$ cat config.mk
export PLATFORM = sky130hd
export DESIGN_NAME = sram_arbiter_flat
export DESIGN_NICKNAME = d
export VERILOG_FILES = /design/src/rtl/sram_arbiter_pkg.sv /design/src/rtl/sram_arbiter_if.sv /design/src/rtl/sram_arbiter.sv /design/src/flat_wrapper.sv
export SDC_FILE = /design/constraint.sdc
export NUM_CORES = 1
export LEC_CHECK = 0
export ABC_AREA = 1
export BUFFER_PORTS_ARGS = -buffer_cell sky130_fd_sc_hd__buf_2
export CAP_MARGIN = 20
export CORE_UTILIZATION = 30
export DETAILED_ROUTE_END_ITERATION = 8
export GPL_ROUTABILITY_DRIVEN = 1
export PLACE_DENSITY = 0.66
export SLEW_MARGIN = 30
export SYNTH_ARGS = -nofsm -noshare
export SYNTH_HDL_FRONTEND = slang
export SYNTH_SLANG_ARGS = --single-unit
$ cat constraint.sdc
create_clock -name clk -period 2.1 [get_ports clk]
set_clock_uncertainty 0.2 [all_clocks]
set_input_delay 0.42 -clock clk [delete_from_list [all_inputs] [get_ports clk]]
set_output_delay 0.42 -clock clk [all_outputs]
set_load 0.01 [all_outputs]
$ cat src/rtl/sram_arbiter_pkg.sv
// Shared types for the SRAM arbiter slice: FSM states, owner codes, bus widths
// and the byte-enable selection helper.
package sram_arbiter_pkg;

  localparam int WORD_W = 32;
  localparam int SEL_W  = 4;

  typedef logic [WORD_W-1:0] word_t;
  typedef logic [SEL_W-1:0]  sel_t;

  typedef enum logic {
    ST_IDLE   = 1'b0,
    ST_ACCESS = 1'b1
  } state_e;

  typedef enum logic {
    OWNER_IF  = 1'b0,
    OWNER_MEM = 1'b1
  } owner_e;

  localparam sel_t SEL_ALL = '1;

  // Fetch always reads whole words; only the data requester narrows the enables.
  function automatic sel_t grant_sel(input owner_e owner, input sel_t mem_sel);
    return (owner == OWNER_MEM) ? mem_sel : SEL_ALL;
  endfunction

endpackage

$ cat src/rtl/sram_arbiter_if.sv
// Signal bundle between the pipeline requesters, the SRAM arbiter and the SRAM pins.
// The slave modport is the arbiter's view; master is the surrounding environment.
interface sram_arbiter_if #(
  parameter int ADDR_W = 20
) ();
  import sram_arbiter_pkg::*;

  logic              if_req_i;
  logic [31:0]       if_addr_i;
  word_t             if_rdata_o;
  logic              if_ack_o;

  logic              mem_req_i;
  logic              mem_we_i;
  sel_t              mem_sel_i;
  logic [31:0]       mem_addr_i;
  word_t             mem_wdata_i;
  word_t             mem_rdata_o;
  logic              mem_ack_o;

  logic              sram_ce_o;
  logic              sram_we_o;
  sel_t              sram_sel_o;
  logic [ADDR_W-1:0] sram_addr_o;
  word_t             sram_wdata_o;
  word_t             sram_rdata_i;

  logic              stallreq_if_o;
  logic              stallreq_mem_o;

  modport slave (
    input  if_req_i, if_addr_i,
    output if_rdata_o, if_ack_o,
    input  mem_req_i, mem_we_i, mem_sel_i, mem_addr_i, mem_wdata_i,
    output mem_rdata_o, mem_ack_o,
    output sram_ce_o, sram_we_o, sram_sel_o, sram_addr_o, sram_wdata_o,
    input  sram_rdata_i,
    output stallreq_if_o, stallreq_mem_o
  );

  modport master (
    output if_req_i, if_addr_i,
    input  if_rdata_o, if_ack_o,
    output mem_req_i, mem_we_i, mem_sel_i, mem_addr_i, mem_wdata_i,
    input  mem_rdata_o, mem_ack_o,
    input  sram_ce_o, sram_we_o, sram_sel_o, sram_addr_o, sram_wdata_o,
    output sram_rdata_i,
    input  stallreq_if_o, stallreq_mem_o
  );

endinterface

$ cat src/rtl/sram_arbiter.sv
// Shares one single-port SRAM between instruction fetch and data memory, one access at a time.
// Build macro ARB_ROUND_ROBIN_EN alternates the grant on collisions instead of fixed MEM priority.
module sram_arbiter
  import sram_arbiter_pkg::*;
#(
  parameter int WAIT_CYCLES = 1,
  parameter int ADDR_W      = 20
) (
  input logic           clk,
  input logic           rst,
  sram_arbiter_if.slave bus
);

  localparam logic [3:0] WAIT_INIT = 4'(WAIT_CYCLES);

  state_e            r_state;
  state_e            w_state_nxt;
  logic [3:0]        r_cnt;
  logic [3:0]        w_cnt_nxt;
  owner_e            r_owner;
  owner_e            w_owner_nxt;

  logic              w_any_req;
  logic              w_grant;
  logic              w_pick_mem;
  logic              w_final;
  logic              w_ack_ok;
  logic              w_if_ack;
  logic              w_mem_ack;

  logic              r_ce;
  logic              r_we;
  sel_t              r_sel;
  logic [ADDR_W-1:0] r_addr;
  word_t             r_wdata;

  logic              w_unused;

  // Byte-offset and above-range address bits are deliberately dropped.
  assign w_unused  = ^{bus.if_addr_i, bus.mem_addr_i};

  assign w_any_req = bus.if_req_i | bus.mem_req_i;
  assign w_final   = (r_state == ST_ACCESS) && (r_cnt == 4'd0);

`ifdef ARB_ROUND_ROBIN_EN
  owner_e r_last_owner;

  always_ff @(posedge clk) begin
    if (rst) begin
      r_last_owner <= OWNER_IF;
    end else if (w_final) begin
      r_last_owner <= r_owner;
    end
  end

  always_comb begin
    w_pick_mem = bus.mem_req_i;
    if (bus.mem_req_i && bus.if_req_i) begin
      w_pick_mem = (r_last_owner == OWNER_IF);
    end
  end
`else
  // The data stage is older, so it always wins a collision.
  assign w_pick_mem = bus.mem_req_i;
`endif

  always_ff @(posedge clk) begin
    if (rst) begin
      r_state <= ST_IDLE;
      r_cnt   <= 4'd0;
      r_owner <= OWNER_IF;
    end else begin
      r_state <= w_state_nxt;
      r_cnt   <= w_cnt_nxt;
      r_owner <= w_owner_nxt;
    end
  end

  always_comb begin
    w_state_nxt = r_state;
    w_cnt_nxt   = r_cnt;
    w_owner_nxt = r_owner;
    w_grant     = 1'b0;
    unique case (r_state)
      ST_IDLE: begin
        if (w_any_req) begin
          w_grant     = 1'b1;
          w_state_nxt = ST_ACCESS;
          w_cnt_nxt   = WAIT_INIT;
          w_owner_nxt = w_pick_mem ? OWNER_MEM : OWNER_IF;
        end
      end
      ST_ACCESS: begin
        if (r_cnt == 4'd0) begin
          w_state_nxt = ST_IDLE;
        end else begin
          w_cnt_nxt = r_cnt - 4'd1;
        end
      end
      default: w_state_nxt = ST_IDLE;
    endcase
  end

  // SRAM pins are registered: loaded at grant, cleared on the edge that leaves ACCESS.
  always_ff @(posedge clk) begin
    if (rst || w_final) begin
      r_ce    <= 1'b0;
      r_we    <= 1'b0;
      r_sel   <= '0;
      r_addr  <= '0;
      r_wdata <= '0;
    end else if (w_grant) begin
      r_ce <= 1'b1;
      if (w_pick_mem) begin
        r_we    <= bus.mem_we_i;
        r_sel   <= grant_sel(OWNER_MEM, bus.mem_sel_i);
        r_addr  <= bus.mem_addr_i[ADDR_W+1:2];
        r_wdata <= bus.mem_wdata_i;
      end else begin
        r_we    <= 1'b0;
        r_sel   <= grant_sel(OWNER_IF, bus.mem_sel_i);
        r_addr  <= bus.if_addr_i[ADDR_W+1:2];
        r_wdata <= '0;
      end
    end
  end

  assign bus.sram_ce_o    = r_ce;
  assign bus.sram_we_o    = r_we;
  assign bus.sram_sel_o   = r_sel;
  assign bus.sram_addr_o  = r_addr;
  assign bus.sram_wdata_o = r_wdata;

  // A withdrawn request (e.g. flushed fetch) still finishes its access but gets no ack.
  assign w_ack_ok  = w_final & ~rst;
  assign w_if_ack  = w_ack_ok & (r_owner == OWNER_IF)  & bus.if_req_i;
  assign w_mem_ack = w_ack_ok & (r_owner == OWNER_MEM) & bus.mem_req_i;

  assign bus.if_ack_o    = w_if_ack;
  assign bus.mem_ack_o   = w_mem_ack;
  assign bus.if_rdata_o  = w_if_ack  ? bus.sram_rdata_i : '0;
  assign bus.mem_rdata_o = w_mem_ack ? bus.sram_rdata_i : '0;

  assign bus.stallreq_if_o  = bus.if_req_i  & ~w_if_ack;
  assign bus.stallreq_mem_o = bus.mem_req_i & ~w_mem_ack;

endmodule

$ cat src/flat_wrapper.sv
// flat-port wrapper written by rule: the top's interface ports become plain ports
module sram_arbiter_flat import sram_arbiter_pkg::*;
#(
  parameter int WAIT_CYCLES = 1,
  parameter int ADDR_W      = 20
)
  (clk, rst, bus_if_req_i, bus_if_addr_i, bus_if_rdata_o, bus_if_ack_o, bus_mem_req_i, bus_mem_we_i, bus_mem_sel_i, bus_mem_addr_i, bus_mem_wdata_i, bus_mem_rdata_o, bus_mem_ack_o, bus_sram_ce_o, bus_sram_we_o, bus_sram_sel_o, bus_sram_addr_o, bus_sram_wdata_o, bus_sram_rdata_i, bus_stallreq_if_o, bus_stallreq_mem_o);
  sram_arbiter_if #(.ADDR_W(ADDR_W)) bus_i ();
  input logic clk;
  input logic rst;
  input wire logic [$bits(bus_i.if_req_i)-1:0] bus_if_req_i;
  input wire logic [$bits(bus_i.if_addr_i)-1:0] bus_if_addr_i;
  output wire logic [$bits(bus_i.if_rdata_o)-1:0] bus_if_rdata_o;
  output wire logic [$bits(bus_i.if_ack_o)-1:0] bus_if_ack_o;
  input wire logic [$bits(bus_i.mem_req_i)-1:0] bus_mem_req_i;
  input wire logic [$bits(bus_i.mem_we_i)-1:0] bus_mem_we_i;
  input wire logic [$bits(bus_i.mem_sel_i)-1:0] bus_mem_sel_i;
  input wire logic [$bits(bus_i.mem_addr_i)-1:0] bus_mem_addr_i;
  input wire logic [$bits(bus_i.mem_wdata_i)-1:0] bus_mem_wdata_i;
  output wire logic [$bits(bus_i.mem_rdata_o)-1:0] bus_mem_rdata_o;
  output wire logic [$bits(bus_i.mem_ack_o)-1:0] bus_mem_ack_o;
  output wire logic [$bits(bus_i.sram_ce_o)-1:0] bus_sram_ce_o;
  output wire logic [$bits(bus_i.sram_we_o)-1:0] bus_sram_we_o;
  output wire logic [$bits(bus_i.sram_sel_o)-1:0] bus_sram_sel_o;
  output wire logic [$bits(bus_i.sram_addr_o)-1:0] bus_sram_addr_o;
  output wire logic [$bits(bus_i.sram_wdata_o)-1:0] bus_sram_wdata_o;
  input wire logic [$bits(bus_i.sram_rdata_i)-1:0] bus_sram_rdata_i;
  output wire logic [$bits(bus_i.stallreq_if_o)-1:0] bus_stallreq_if_o;
  output wire logic [$bits(bus_i.stallreq_mem_o)-1:0] bus_stallreq_mem_o;
  assign bus_i.if_req_i = bus_if_req_i;
  assign bus_i.if_addr_i = bus_if_addr_i;
  assign bus_if_rdata_o = bus_i.if_rdata_o;
  assign bus_if_ack_o = bus_i.if_ack_o;
  assign bus_i.mem_req_i = bus_mem_req_i;
  assign bus_i.mem_we_i = bus_mem_we_i;
  assign bus_i.mem_sel_i = bus_mem_sel_i;
  assign bus_i.mem_addr_i = bus_mem_addr_i;
  assign bus_i.mem_wdata_i = bus_mem_wdata_i;
  assign bus_mem_rdata_o = bus_i.mem_rdata_o;
  assign bus_mem_ack_o = bus_i.mem_ack_o;
  assign bus_sram_ce_o = bus_i.sram_ce_o;
  assign bus_sram_we_o = bus_i.sram_we_o;
  assign bus_sram_sel_o = bus_i.sram_sel_o;
  assign bus_sram_addr_o = bus_i.sram_addr_o;
  assign bus_sram_wdata_o = bus_i.sram_wdata_o;
  assign bus_i.sram_rdata_i = bus_sram_rdata_i;
  assign bus_stallreq_if_o = bus_i.stallreq_if_o;
  assign bus_stallreq_mem_o = bus_i.stallreq_mem_o;
  sram_arbiter #(.WAIT_CYCLES(WAIT_CYCLES), .ADDR_W(ADDR_W)) u_core (.clk(clk), .rst(rst), .bus(bus_i));
endmodule
## Yosys cells after proc, flatten, opt, wreduce, memory -nomap -nowiden

Index checks and enable logic that the tools add are counted.

- Word-level logic and storage cells: 43
- Bits of input ports: 137
- Output and inout port bits: 126
- Bits in registers: 64

- Add/subtract/negate cells: 1
- Equality and inequality tests: 2
- Bitwise logic cells: 13
- Reductions and logical operators: 5
- Multiplexer cells: 14

Operator list:

| cell | count |
|---|---|
| $mux 32 | 3 |
| $mux 20 | 1 |
| $mux 4 | 3 |
| $pmux 4 s2 | 1 |
| $and 1x1->1 | 7 |
| $mux 1 | 5 |
| $not 1->1 | 5 |
| $logic_not 4->1 | 1 |
| $reduce_and 2->1 | 2 |
| $sub 4x1->4 const B | 1 |
| $ne 2x1->1 const B | 1 |
| $ne 2x2->1 const B | 1 |
| $pmux 1 s2 | 1 |
| $logic_and 1x1->1 | 1 |
| $logic_or 1x1->1 | 1 |
| $or 1x1->1 | 1 |

## Logic depth before layout (Yosys ltp)

Gate-level depths: netlist (run 1).

- Depth after elaboration: 7
- Gate-level depth with buffers: 7

## Worst setup path after synthesis (run 1)

OpenSTA, ideal clock, no wires.

- Path kind: flip-flop to output port
- From: reg u_core.r_cnt[0]
- To: out bus_if_rdata_o[22]
- Data required time: 1.480 ns
- Arrival time: 1.270 ns
- Slack: 0.210 ns
- Stages on the path, launching flop included: 8
- Cells stage by stage: dfxtp_1 > inv_1 > ha_1 > nand4_1 > nor2_1 > nand2_1 > buf_2 > nor2_1

- Cells in the longest elaborated chain, start to end: 6

RTL lines:

| item | line | source |
|---|---|---|
| start: declaration | sram_arbiter.sv:18 | `logic [3:0] r_cnt;` |
| start signal: assignment | sram_arbiter.sv:74 | `r_cnt <= w_cnt_nxt;` |
| $logic_not 4->1 | sram_arbiter.sv:43 | `assign w_final = (r_state == ST_ACCESS) && (r_cnt == 4'd0);` |
| $logic_and 1x1->1 | sram_arbiter.sv:43 |  |
| $and 1x1->1 | sram_arbiter.sv:135 | `assign w_ack_ok = w_final & ~rst;` |
| $and 1x1->1 (2 in a row) | sram_arbiter.sv:136 | `assign w_if_ack = w_ack_ok & (r_owner == OWNER_IF) & bus.if_req_i;` |
| $mux 32 | sram_arbiter.sv:141 | `assign bus.if_rdata_o = w_if_ack ? bus.sram_rdata_i : '0;` |
| end: declaration | flat_wrapper.sv:13 | `output wire logic [$bits(bus_i.if_rdata_o)-1:0] bus_if_rdata_o;` |

No other way between the ends.

## Final worst setup path (run 1)

- From: reg u_core.r_cnt[0]
- To: out bus_if_rdata_o[29]

The elaborated chain is that of the path after synthesis.

==> flow_metrics.env, run 1 <==
export IMPL_run_status="complete, but fails checks"
export IMPL_failed_checks="negative setup slack"
export IMPL_cellInternalPower_uw=2340
export IMPL_clock_power_share_pct=36.3
export IMPL_dieArea_mm2=0.0103
export IMPL_critical_path_slowest_cell="dfxtp_2"
export IMPL_grt_max_degree=59
export IMPL_grt_setup_unrepaired="yes"
export IMPL_vias_per_cell=4.35
export IMPL_timing_critical_path_from_type="register"
export IMPL_cell_variety_after_synth=19
export IMPL_max_clock_path_buffers=2
export IMPL_die_h_um=102
export IMPL_synth_instances=469
export IMPL_cts_tree="built"
export IMPL_final_common_cell="buf_2"
export IMPL_critical_path_top_cell_by_count="nor2_2"
export IMPL_r2r_worst_path_cells=5
export IMPL_synth_sequential_area_ratio_pct=43.0
export IMPL_vdd_ir_drop_max_mv=0.322
export IMPL_fin_total_pwr_uw=3270
export IMPL_postRouteAntennaNets=0
export IMPL_timing_worst_slew_pin_value_ns=0.472
export IMPL_category_of_the_most_critical_setup_path="reg -> out"
export IMPL_synthesis_nets=607
export IMPL_final_net_count=846
export IMPL_cap_viol_max_count=0
export IMPL_dr_pass1_iters=4
export IMPL_final_min_clock_period_ns=2.39
export IMPL_post_route_util_pct=51.8
export IMPL_clkSlewWorstSetupHoldPaths_ns=0.07
export IMPL_antenna_violations_before_repair=1
export IMPL_portBuffers=238
export IMPL_number_of_placed_instances_with_taps_included=822
export IMPL_layout_common_cells="217 x buf_2, 179 x nand2_1, 62 x dfxtp_1"
export IMPL_grt_overflow=0
export IMPL_syn2layout_area_growth_pct=68.4
export IMPL_yosys_mux_area_fraction_pct=0
export IMPL_avgRoutedWirePerCell_um=12.3
export IMPL_hpwl_um=7240
export IMPL_timing_hold_worst_path_depth=3
export IMPL_worstSetupEndpointType="primary output"
export IMPL_place_congestion=0.756
export IMPL_initial_utilization_pct=30.8
export IMPL_vias=3672
export IMPL_syn_cell_area_mm2=0.00298
export IMPL_finalHoldViolations=0
export IMPL_synth_compound_area_share_pct=12.0
export IMPL_drt_total_wl_um=10400
export IMPL_power_share_sequential_pct=41.2
export IMPL_final_max_slew_violation_count=0
export IMPL_sum_of_negative_setup_slack_ns=-14.72
export IMPL_power_leakage_uw=0.00273
export IMPL_crit_reg2reg_launch="u_core.r_state"
export IMPL_total_switching_power_uw=933
export IMPL_slew_headroom_pct=68.5
export IMPL_grt_usage_pct=18.4
export IMPL_postSynthAreaPerCell_um2=6.35
export IMPL_post_synth_fa_ha_maj_area_fraction_pct=0.420
export IMPL_grt_first_pass_wirelength_um=14800
export IMPL_path_cells="inv_2, ha_4, nand4_1, nor2_2, nand2_4, clkbuf_16, nor2_2, buf_2"
export IMPL_dr_first_iter_drc_count=114
export IMPL_fp_coreArea_mm2=0.00968
export IMPL_min_path_type="in -> reg"
export IMPL_cts_buffers_inserted=9
export IMPL_fp_row_count=36
export IMPL_final_cell_area_mm2=0.00502
export IMPL_ctsHoldBuffers=0
export IMPL_post_synth_and_or_nand_nor_area_fraction_pct=33.4
export IMPL_finalWorstSetupSlack_ns=-0.290
export IMPL_required_time_at_the_worst_slack_endpoint_ns=1.48
export IMPL_design_portCount=263
export IMPL_r2r_slack_ns=0.48
export IMPL_cts_num_sinks=64
export IMPL_grt_pass1_vias=3184
export IMPL_endpoint_of_the_worst_hold_path="u_core.bus.sram_wdata_o[16]"
export IMPL_synth_xor_area_share_pct=0.294
export IMPL_worst_path_largest_cell_delay_ns=0.32
export IMPL_post_layout_nonfiller_instances=845
export IMPL_share_of_layout_cells_above_drive_strength_1_pct=44.7
export IMPL_synth_top_family_by_area="simple AND/OR/NAND/NOR gates"
export IMPL_timing_fmax_mhz=418
export IMPL_power_share_combinational_pct=22.4
export IMPL_critPathMaxFanout=8
export IMPL_hp_start="bus_mem_wdata_i[16]"
export IMPL_fill_cells=911
export IMPL_cts_root_buf="clkbuf_8"
export IMPL_ctsHtreeMaxLevel=3
export IMPL_layout_worst_path_cycle_share_pct=114
export IMPL_critical_path_reg2reg_endpoint="u_core.bus.sram_sel_o[1]"
export IMPL_drt_drc_violations_left=0
export IMPL_ys_seq_elements=64
export IMPL_power_per_cell_area_mw_per_mm2=651
export IMPL_width_of_the_chip_um=102
export IMPL_ys_warnings_count=0
export IMPL_cp_data_arrival_time_ns=1.77
export IMPL_clkLatencyLatePin_ns=0.34
export IMPL_netSwitchingFraction_pct=28.5
export IMPL_diodes=0
export IMPL_post_dp_cell_area_mm2=0.00433
export IMPL_setup_viol=67
export IMPL_worstSetupStartpoint="u_core.r_cnt[0]"
## logic make-up after synthesis
logic type	after synthesis
AOI/OAI and AO/OA	69
xor gates and xnor gates	1
adders and majority gates	1
buffers and inverters	73
DFF	64
and+or+nand+nor	261
## power groups by stage
stage	logic [uW]	registers, uW	clock network (uW)
floorplan	328	1410	0
global placement	646	1370	0
detailed placement	658	1370	0
CTS	699	1350	1210
global route	814	1360	1270
finish	733	1350	1190
## how the worst max path moves through the flow
| stage | endpoint | slack (ns) | cells after the start |
|---|---|---|---|
| 3_5_place_dp | bus_mem_rdata_o[13] | 0.02 | 8 |
| 3_3_place_gp | bus_mem_rdata_o[13] | 0.06 | 8 |
| 4_1_cts | bus_if_rdata_o[28] | -0.25 | 8 |
| 2_1_floorplan | bus_if_rdata_o[22] | 0.21 | 7 |
| 5_1_grt | bus_mem_rdata_o[24] | -0.40 | 8 |
| 6_report | bus_if_rdata_o[29] | -0.29 | 8 |
## worst max-delay path: cells and delay by family (launching register included)
family	cells	cell delay, ns
flops	1	0.32
buf+inv	3	0.40
simple gates	4	0.56
fa+ha+maj	1	0.13
## synth_stat cells
library cell | number | area, um2
a21oi_1 | 61 | 305
buf_2 | 18 | 90.1
buf_4 | 7 | 52.6
clkbuf_1 | 3 | 11.3
dfxtp_1 | 64 | 1280
ha_1 | 1 | 12.5
inv_1 | 43 | 161
inv_2 | 2 | 7.51
nand2_1 | 180 | 676
nand3_1 | 4 | 20.0
nand4_1 | 1 | 6.26
nor2_1 | 74 | 278
nor2_4 | 1 | 11.3
nor3_1 | 1 | 5.00
o21a_1 | 1 | 7.51
o21ai_0 | 5 | 25.0
o21ai_1 | 1 | 5.00
o21ai_4 | 1 | 16.3
xor2_1 | 1 | 8.76
## per-stage QoR
| step | setup WS [ns] | hold slack, ns |
|---|---|---|
| global placement | 0.0571 | 0.250 |
| CTS | -0.250 | 0.109 |
| detailed placement | 0.0179 | 0.255 |
| finish | -0.290 | 0.118 |
| global route | -0.401 | 0.111 |
| floorplan | 0.210 | 0.249 |
## layout make-up
type | count | area, um2 | share of cell area (%)
inverters | 45 | 174 | 3.46
well taps | 133 | 166 | 3.32
repair buffers | 256 | 1580 | 31.4
clock buffers | 12 | 155 | 3.09
flip-flops and latches | 64 | 1280 | 25.6
multi-input cells | 332 | 1600 | 31.8
clock inverters | 3 | 65.1 | 1.30
## per-layer routing
metal  up-vias  track usage [%]  share of wire, %
li1       1904                -                 -
met1      1612             19.3                40
met2       142             35.3                53
met3        12             5.59               6.1
met4         2             5.02               1.2
met5         -                0              0.17
## sequential cells by signal (all words and copies together), names as in the netlist
register and cells:
u_core.bus.sram_we_o 1, u_core.bus.sram_ce_o 1, u_core.r_cnt 4, u_core.r_owner 1
u_core.bus.sram_addr_o 20, u_core.bus.sram_sel_o 4, u_core.r_state 1, u_core.bus.sram_wdata_o 32
## what timing repair did
item | in CTS | in global routing
gates resized for setup | 19 | 72
cloned | 2 | 1
setup endpoints to repair | 68 | 68
pin swaps | 3 | 2
hold endpoints to repair | 0 | 0
setup buffers | 7 | 1
Note: power is estimated with default switching activity, not from simulation.
==> inputs of run 2 (changes only) <==
- CORE_ASPECT_RATIO: unset -> 0.7
- clock period: 2.1 -> 2.7 ns (I/O delays scaled with it)
==> run 2 against run 1 <==
The flow now finishes without violations. Final area is 9.8% lower. Count of clock-buffer cells in the layout is 1 higher. Combinational power is 32% lower. Utilization is 5.1 points lower. Global-route usage is 0.94 points higher. Non-clock buffer count is 12 lower. Critical endpoint is now bus_mem_rdata_o[27]. Largest cell class unchanged.
==> flow_metrics.env, run 2 (synthesis gave the netlist of run 1 again) <==
export IMPL_portBuffers=238
export IMPL_postRouteAntennaNets=0
export IMPL_final_net_count=834
export IMPL_timing_critical_path_from_type="register"
export IMPL_met2RoutedLength_um=4980
export IMPL_grt_setup_unrepaired="no"
export IMPL_layout_common_cells="238 x buf_2, 180 x nand2_1, 73 x nor2_1"
export IMPL_layout_worst_path_cycle_share_pct=94.4
export IMPL_vdd_ir_drop_max_mv=0.357
export IMPL_syn2layout_area_growth_pct=51.9
export IMPL_run_status="completed"
export IMPL_postCtsSetupRepairBufs=0
export IMPL_min_path_type="in -> reg"
export IMPL_largest_register_ffs=32
export IMPL_wl_met3_um=862
export IMPL_vias=3673
export IMPL_slew_headroom_pct=46.1
export IMPL_power_per_cell_area_mw_per_mm2=568
export IMPL_drt_drc_violations_left=0
export IMPL_postCtsResizedCells=0
export IMPL_fp_coreArea_mm2=0.00968
export IMPL_cts_tree="built"
export IMPL_die_h_um=85.4
export IMPL_drt_total_wl_um=10300
export IMPL_max_clock_path_buffers=2
export IMPL_cp_data_arrival_time_ns=1.81
export IMPL_critPathMaxFanout=33
export IMPL_cap_viol_max_count=0
export IMPL_avgRoutedWirePerCell_um=12.4
export IMPL_dr_first_iter_drc_count=122
export IMPL_post_layout_nonfiller_instances=831
export IMPL_power_leakage_uw=0.00263
export IMPL_timing_fmax_mhz=392
export IMPL_ctsHtreeMaxLevel=3
export IMPL_hpwl_um=7910
export IMPL_clkSlewWorstSetupHoldPaths_ns=0.05
export IMPL_fp_row_count=30
export IMPL_cts_buffers_inserted=9
export IMPL_dieArea_mm2=0.0103
export IMPL_width_of_the_chip_um=121
export IMPL_cts_num_sinks=64
export IMPL_final_max_slew_violation_count=0
export IMPL_clkLatencyLatePin_ns=0.31
export IMPL_worstSetupEndpointType="primary output"
export IMPL_ctsHoldBuffers=0
export IMPL_fill_cells=1032
export IMPL_required_time_at_the_worst_slack_endpoint_ns=1.96
export IMPL_place_congestion=0.798
export IMPL_met1_length_um=4260
export IMPL_cts_root_buf="clkbuf_16"
export IMPL_grt_usage_pct=19.4
export IMPL_vias_per_cell=4.42
export IMPL_dr_pass1_iters=4
export IMPL_antenna_violations_before_repair=2
export IMPL_setup_viol=0
export IMPL_timing_worst_slew_pin_value_ns=0.807
export IMPL_finalHoldViolations=0
export IMPL_highest_signal_layer="met4"
export IMPL_final_min_clock_period_ns=2.55
export IMPL_design_portCount=263
export IMPL_post_route_util_pct=46.8
export IMPL_sum_of_negative_setup_slack_ns=0
export IMPL_category_of_the_most_critical_setup_path="reg -> out"
export IMPL_share_of_layout_cells_above_drive_strength_1_pct=37.7
export IMPL_grt_first_pass_wirelength_um=15600
export IMPL_number_of_placed_instances_with_taps_included=813
export IMPL_grt_overflow=0
export IMPL_final_common_cell="buf_2"
export IMPL_fin_total_pwr_uw=2570
export IMPL_grt_pass1_vias=3287
export IMPL_grt_max_degree=38
export IMPL_initial_utilization_pct=30.8
[run 2: cell types whose count changed in the layout (fill, tap and decap cells not counted), sizes merged]
cell and delta:
clkinvlp +1, bufinv -2, diode +2, inv +1, buf -11
[run 2: cell type report]
class | count | area [um2] | share of cell area, %
diodes | 2 | 5.00 | 0.111
clock buffers | 13 | 250 | 5.53
clock inverters | 3 | 17.5 | 0.387
inverters | 45 | 169 | 3.73
multi-input cells | 332 | 1390 | 30.8
flip-flops and latches | 64 | 1280 | 28.3
well taps | 128 | 160 | 3.54
repair buffers | 244 | 1250 | 27.7
[run 2: final timing paths]
path / to / startpoint / cells after the start / slack [ns]
max reg2reg: u_core.bus.sram_wdata_o[23] / u_core.r_cnt[0] / 6 / 0.75
min reg2reg: u_core.bus.sram_addr_o[5] / u_core.bus.sram_addr_o[5] / 2 / 0.26
min: u_core.r_state / rst / 2 / 0.25
max: bus_mem_rdata_o[27] / u_core.r_cnt[0] / 8 / 0.15
[run 2: per-stage QoR]
| step | setup WS (ns) | area [um2] | hold slack (ns) |
|---|---|---|---|
| after detailed placement | 0.223 | 4250 | 0.253 |
| after global placement | 0.267 | 4250 | 0.249 |
| after floorplan | 0.652 | 2980 | 0.249 |
| final | 0.152 | 4530 | 0.248 |
| after global routing | 0.00677 | 4530 | 0.239 |
| after CTS | 0.0916 | 4510 | 0.229 |
[run 2: critical path: stages (launching register included)]
cell	delay, ns
dfxtp_1	0.31
inv_1	0.11
ha_2	0.22
nand4_1	0.15
nor2_1	0.15
nand2_1	0.08
buf_6	0.18
nor2_1	0.14
buf_2	0.15
[run 2: metal layers]
layer  up-vias  GRT usage [%]
met2       174           34.2
li1       1874              -
met5         -              0
met4         0           7.30
met1      1613           22.1
met3        12           5.65
[run 2: power breakdown]
group	leakage, uW	switching [uW]	total [uW]	internal [uW]
combinational	0.00197	303	498	195
clock	0.000130	382	1020	643
sequential	0.000524	35.5	1050	1010
